## config.mk

```make
export PLATFORM = sky130hd
export DESIGN_NAME = lemming_dig_arbiter
export DESIGN_NICKNAME = d
export VERILOG_FILES = /design/src/rtl/lemming_dig_arbiter.sv
export SDC_FILE = /design/constraint.sdc
export NUM_CORES = 1
export LEC_CHECK = 0
export BUFFER_PORTS_ARGS = -buffer_cell sky130_fd_sc_hd__buf_4
export CELL_PAD_IN_SITES_DETAIL_PLACEMENT = 1
export CELL_PAD_IN_SITES_GLOBAL_PLACEMENT = 1
export CORE_AREA = 2 2 60 85
export DETAILED_ROUTE_END_ITERATION = 7
export DIE_AREA = 0 0 62 87
export GPL_TIMING_DRIVEN = 0
export PLACE_DENSITY_LB_ADDON = 0.15
export SLEW_MARGIN = 10
export SYNTH_ARGS = -nofsm -noshare
export SYNTH_HDL_FRONTEND = slang
export SYNTH_SLANG_ARGS = --single-unit
```

## constraint.sdc

```tcl
create_clock -name clk -period 2.3 [get_ports clk]
set_input_delay 0.69 -clock clk [delete_from_list [all_inputs] [get_ports clk]]
set_output_delay 0.69 -clock clk [all_outputs]
set_load 0.1 [all_outputs]
```

## src/rtl/lemming_dig_arbiter.sv

```systemverilog
// N independent lemming walk/fall/dig FSMs sharing one round-robin arbitrated shovel.
// Optional fall-death supervision (fall counter + SPLAT) is enabled by defining LEMMING_SPLAT_EN.
module lemming_dig_arbiter #(
    parameter int unsigned N          = 4,
    parameter int unsigned FALL_LIMIT = 20
) (
    input  logic                   clk,
    input  logic                   areset_n,
    input  logic [N-1:0]           bump_left,
    input  logic [N-1:0]           bump_right,
    input  logic [N-1:0]           ground,
    input  logic [N-1:0]           dig_req,
    output logic [N-1:0]           walk_left,
    output logic [N-1:0]           walk_right,
    output logic [N-1:0]           aaah,
    output logic [N-1:0]           digging,
    output logic [N-1:0]           splat,
    output logic                   shovel_busy,
    output logic [$clog2(N)-1:0]   shovel_owner
);

    localparam int unsigned OW = $clog2(N);
    localparam int unsigned CW = 8;

    // Reject parameter values the counters and pointer are not sized for
    if (N < 2 || N > 8 || FALL_LIMIT < 1 || FALL_LIMIT > 254) begin : g_param_check
        $error("lemming_dig_arbiter: N or FALL_LIMIT out of range");
    end

    typedef enum logic [2:0] {
        S_WL    = 3'd0,
        S_WR    = 3'd1,
        S_FALLL = 3'd2,
        S_FALLR = 3'd3,
        S_DIGL  = 3'd4,
        S_DIGR  = 3'd5
`ifdef LEMMING_SPLAT_EN
        ,S_SPLAT = 3'd6
`endif
    } state_t;

    state_t          state_q [N];
    state_t          state_d [N];
    logic [OW-1:0]   rr_ptr_q;
    logic [OW-1:0]   rr_ptr_d;
    logic [N-1:0]    eligible;
    logic [N-1:0]    grant_vec;
    logic            grant_valid;
    logic [OW-1:0]   grant_idx;

    logic [N-1:0]    wl_d;
    logic [N-1:0]    wr_d;
    logic [N-1:0]    aa_d;
    logic [N-1:0]    dig_d;
    logic [OW-1:0]   owner_d;

`ifdef LEMMING_SPLAT_EN
    logic [CW-1:0]   fall_q [N];
    logic [CW-1:0]   fall_d [N];
    logic [N-1:0]    sp_d;
`endif

    function automatic logic [OW-1:0] wrap_add(input logic [OW-1:0] base, input int unsigned off);
        int unsigned s;
        s = 32'(base) + off;
        if (s >= N) s = s - N;
        return OW'(s);
    endfunction

    // Round-robin search from rr_ptr_q; the shovel is only offered while idle
    always_comb begin
        eligible    = '0;
        grant_vec   = '0;
        grant_valid = 1'b0;
        grant_idx   = '0;
        for (int i = 0; i < N; i++) begin
            eligible[i] = ((state_q[i] == S_WL) || (state_q[i] == S_WR)) &&
                          ground[i] && dig_req[i] && !shovel_busy;
        end
        for (int off = 0; off < N; off++) begin
            if (!grant_valid && eligible[wrap_add(rr_ptr_q, 32'(off))]) begin
                grant_valid = 1'b1;
                grant_idx   = wrap_add(rr_ptr_q, 32'(off));
            end
        end
        for (int i = 0; i < N; i++) begin
            grant_vec[i] = grant_valid && (grant_idx == OW'(i));
        end
        rr_ptr_d = grant_valid ? wrap_add(grant_idx, 32'd1) : rr_ptr_q;
    end

    // Per-lemming next state; fall has priority over grant, grant over bump
    always_comb begin
        for (int i = 0; i < N; i++) begin
            state_d[i] = state_q[i];
`ifdef LEMMING_SPLAT_EN
            fall_d[i]  = '0;
`endif
            case (state_q[i])
                S_WL: begin
                    if (!ground[i])        state_d[i] = S_FALLL;
                    else if (grant_vec[i]) state_d[i] = S_DIGL;
                    else if (bump_left[i]) state_d[i] = S_WR;
                end
                S_WR: begin
                    if (!ground[i])         state_d[i] = S_FALLR;
                    else if (grant_vec[i])  state_d[i] = S_DIGR;
                    else if (bump_right[i]) state_d[i] = S_WL;
                end
                S_FALLL, S_FALLR: begin
                    if (ground[i]) begin
`ifdef LEMMING_SPLAT_EN
                        if (fall_q[i] >= CW'(FALL_LIMIT))  state_d[i] = S_SPLAT;
                        else if (state_q[i] == S_FALLL)    state_d[i] = S_WL;
                        else                               state_d[i] = S_WR;
`else
                        state_d[i] = (state_q[i] == S_FALLL) ? S_WL : S_WR;
`endif
                    end
`ifdef LEMMING_SPLAT_EN
                    else begin
                        fall_d[i] = (fall_q[i] == '1) ? fall_q[i] : fall_q[i] + CW'(1);
                    end
`endif
                end
                S_DIGL: begin
                    if (!ground[i]) state_d[i] = S_FALLL;
                end
                S_DIGR: begin
                    if (!ground[i]) state_d[i] = S_FALLR;
                end
`ifdef LEMMING_SPLAT_EN
                S_SPLAT: state_d[i] = S_SPLAT;
`endif
                default: state_d[i] = S_WL;
            endcase
        end
    end

    // Output decode from next state so the registered outputs track the state register
    always_comb begin
        wl_d    = '0;
        wr_d    = '0;
        aa_d    = '0;
        dig_d   = '0;
        owner_d = '0;
`ifdef LEMMING_SPLAT_EN
        sp_d    = '0;
`endif
        for (int i = 0; i < N; i++) begin
            wl_d[i]  = (state_d[i] == S_WL);
            wr_d[i]  = (state_d[i] == S_WR);
            aa_d[i]  = (state_d[i] == S_FALLL) || (state_d[i] == S_FALLR);
            dig_d[i] = (state_d[i] == S_DIGL) || (state_d[i] == S_DIGR);
`ifdef LEMMING_SPLAT_EN
            sp_d[i]  = (state_d[i] == S_SPLAT);
`endif
            if (dig_d[i]) owner_d = OW'(i);
        end
    end

    always_ff @(posedge clk or negedge areset_n) begin
        if (!areset_n) begin
            for (int i = 0; i < N; i++) begin
                state_q[i] <= S_WL;
            end
            rr_ptr_q     <= '0;
            walk_left    <= '1;
            walk_right   <= '0;
            aaah         <= '0;
            digging      <= '0;
            shovel_busy  <= 1'b0;
            shovel_owner <= '0;
        end else begin
            for (int i = 0; i < N; i++) begin
                state_q[i] <= state_d[i];
            end
            rr_ptr_q     <= rr_ptr_d;
            walk_left    <= wl_d;
            walk_right   <= wr_d;
            aaah         <= aa_d;
            digging      <= dig_d;
            shovel_busy  <= |dig_d;
            shovel_owner <= owner_d;
        end
    end

`ifdef LEMMING_SPLAT_EN
    always_ff @(posedge clk or negedge areset_n) begin
        if (!areset_n) begin
            for (int i = 0; i < N; i++) begin
                fall_q[i] <= '0;
            end
            splat <= '0;
        end else begin
            for (int i = 0; i < N; i++) begin
                fall_q[i] <= fall_d[i];
            end
            splat <= sp_d;
        end
    end
`else
    assign splat = '0;
`endif

endmodule

```

==> impl_metrics.yaml <==
status:
  outcome: "complete, but fails checks"
  failing_checks: "setup timing"
clock_tree:
  worst_skew_pair.late_latency_ns: 0.28
  clock_pin_transition_on_the_worst_setup_and_hold_timing_paths_ns: 0.07
  cts.path.max_buffers: 2
  numCtsBuffers: 5
  numClockSinks: 33
  cts.hold.buffers_added: 0
  cts_tree: "built"
  ctsRootBufferMaster: "sky130_fd_sc_hd__clkbuf_8"
  h_tree_levels: 2
global_route:
  grt_antenna_before_repair: 0
  grt_max_degree: 34
  grt.total_usage: 0.1858
  vias_in_the_first_global_route: 1489
  grt_overflow_total: 0
  grt_pass1_wl_mm: 7.245
yosys:
  dominantRegCellSynth: "sky130_fd_sc_hd__dfrtp_1"
  synth.yosys.warnings: 0
  sequential_fraction_of_the_synthesis_area: 0.5237
  yosys_register_bits: 33
  syn-mean-instance-area_um2: 11.02
  asyncSetResetFlopFracSynth: 1.000
  post_synth_instance_area_um2: 1587
  synth_cells: 144
  yosys.cell_types.count: 45
  synth_edf_count: 0
cells_and_area:
  synthToLayoutAreaGrowth_pct: 61.75
  diodes: 0
  layoutNonFillerInstCount: 278
  layout_commonest_cell: "sky130_fd_sc_hd__buf_4"
  layout.nets: 235
  drive_above_1_share: 0.6121
  final_core_util: 0.5469
  layout_common_cells: "58 x sky130_fd_sc_hd__buf_4, 24 x sky130_fd_sc_hd__dfrtp_1, 11 x sky130_fd_sc_hd__nand2_1"
place:
  post-dp-hpwl_mm: 2.947
  place_congestion: 0.7494
  placedCellCount: 247
  place.port_buffers: 36
setup_path:
  critical_path.cell_chain: "buf_8 -> nor3b_4 -> nand3_4 -> o21ai_2 -> a21oi_2 -> o22a_2 -> ha_4 -> o21ai_4 -> nor2_2 -> or4_4"
  critPathMaxFanout: 5
  worst-endpoint-required_ns: 2.46
  worstSetupPathType: "in -> reg"
  critical-path-top-delay-family: "simple AND/OR/NAND/NOR gates"
  startpoint_type: "primary input"
  end_kind: "register"
  cp_num_buf_inv: 1
  cp_slowest_cell: "sky130_fd_sc_hd__or4_4"
  timing.critical_path.arrival_ns: 2.60
  critical_path.max_stage_delay_ns: 0.50
timing:
  finalHoldViolations: 0
  timing.final.crit_share: 1.064
  timing_max_transition_violations_final: 0
  max_clock_freq_mhz: 408.8
  final.setup_skew_ns: 0.005710
  total_of_endpoints_with_negative_setup_slack_in_the_final_report: 7
  setup_ws_ns: -0.1463
  unrepaired_setup_endpoints_after_global_routing: "yes"
  finalCriticalPeriod_ns: 2.446
power:
  leak_nw: 1.147
  vdd.ir_drop.worst_mv: 0.6826
  total_power_mw: 2.172
  cellPowerDensity_nw_per_um2: 846.3
floorplan:
  core.rowCount: 30
  die-area_um2: 5394
  floorplan.initialDensity: 0.3381
  floorplan.die.height_um: 87
  dieWidth_um: 62
  core_region_area_um2: 4692
  num_io_pins: 41
min_path:
  timing.hold.worst.class: "in -> async"
drt:
  drtIter0Drc: 26
  vias: 1390
  drtPass1Iterations: 4
  route.detailed.drc: 0
  drtAntennaViolNets: 0
  post_drt_wl_per_cell_um: 17.44
  route.detailed.vias_per_inst: 5.000
  postRouteWirelength_mm: 4.847
flow_run:
  drv_cap: 0
-- worst paths after layout --
path	start	end	cells after the start	slack [ns]
worst max-delay path	ground[0]	shovel_busy	10	-0.15
worst min-delay path	areset_n	walk_right[0]	1	0.34
worst max register to register	state_q[10]	shovel_busy	9	-0.13
worst min register to register	state_q[3]	walk_right[2]	1	0.52
max in group asynchronous	areset_n	walk_left[2]	1	1.62
min in group clk	state_q[3]	walk_right[2]	1	0.52
-- Yosys cell counts, drive strengths merged, types with 2 or more instances --
library cell | count | area [um2]
or2 | 2 | 12.52
nor2b | 3 | 18.77
nand2 | 12 | 45.04
inv | 11 | 41.29
a31oi | 4 | 25.02
dfstp | 4 | 105.1
nor3b | 4 | 45.05
and4 | 2 | 17.52
nor2 | 9 | 33.78
dfrtp | 29 | 725.7
ha | 4 | 50.05
a31o | 2 | 17.52
buf | 6 | 48.80
o21ai | 4 | 20.02
o221a | 2 | 22.52
a211oi | 2 | 15.01
nor4 | 2 | 12.51
o31ai | 5 | 70.06
and3 | 4 | 25.02
nand2b | 3 | 18.77
nand3 | 4 | 20.02
o21a | 2 | 15.01
a21oi | 9 | 48.80
-- routing by layer --
| metal | part of all wire | track usage | vias to the layer above |
|---|---|---|---|
| li1 | - | - | 644 |
| met1 | 0.34 | 0.1880 | 696 |
| met2 | 0.59 | 0.3504 | 36 |
| met3 | 0.043 | 0.04458 | 14 |
| met4 | 0.025 | 0.06190 | 0 |
| met5 | 0 | 0 | - |
-- sequential cells by signal, summed over array words and instances, names as in the netlist --
| register | count |
|---|---|
| shovel_owner | 2 |
| state_q | 12 |
| walk_right | 4 |
| shovel_busy | 1 |
| aaah | 4 |
| rr_ptr_q | 2 |
| walk_left | 4 |
| digging | 4 |
-- where the power goes --
part           internal (mW)  switching [mW]
Combinational          0.307           0.588
Clock                  0.321           0.211
Sequential             0.680          0.0649
-- cell families after synthesis --
kind of cell	count (synthesis)	share of synthesized area
AO/OA/AOI/OAI	37	0.1908
adder cells (fa/ha/maj)	4	0.03155
buffers and inverters	17	0.05678
flip-flops	33	0.5237
other	1	0.002364
AND/OR/NAND/NOR	52	0.1948
-- metrics by stage --
step                      setup WS (ns)  TNS (ns)  instance area (um2)  hold slack, ns
after floorplan                 -0.3735    -1.377                 1657          0.3944
after global placement          -0.6620    -7.672                 2007          0.4863
after detailed placement        -0.7330    -9.584                 2007          0.5117
after CTS                       -0.1858    -1.093                 2375          0.3562
after global routing            -0.2091    -1.139                 2566          0.3629
final                           -0.1463   -0.4050                 2566          0.3431
-- timing repair --
action                                  in CTS  in global routing
cloned                                       0                  0
pin swaps                                   18                 23
buffers inserted                            17                 10
resized for setup                           26                 32
hold endpoints to repair                     0                  0
endpoints found under the setup margin      17                 17
-- area by class of cell --
type,count,area (um2)
fill,492,2126
clock inverter,2,35.03
sequential,33,839.6
tap,64,80.08
inverter,11,50.05
buffer,4,30.03
clock buffer,6,72.57
multi-input combinational,97,970.9
timing repair buffer,61,488.0
Note: power is estimated with default switching activity, not from simulation.
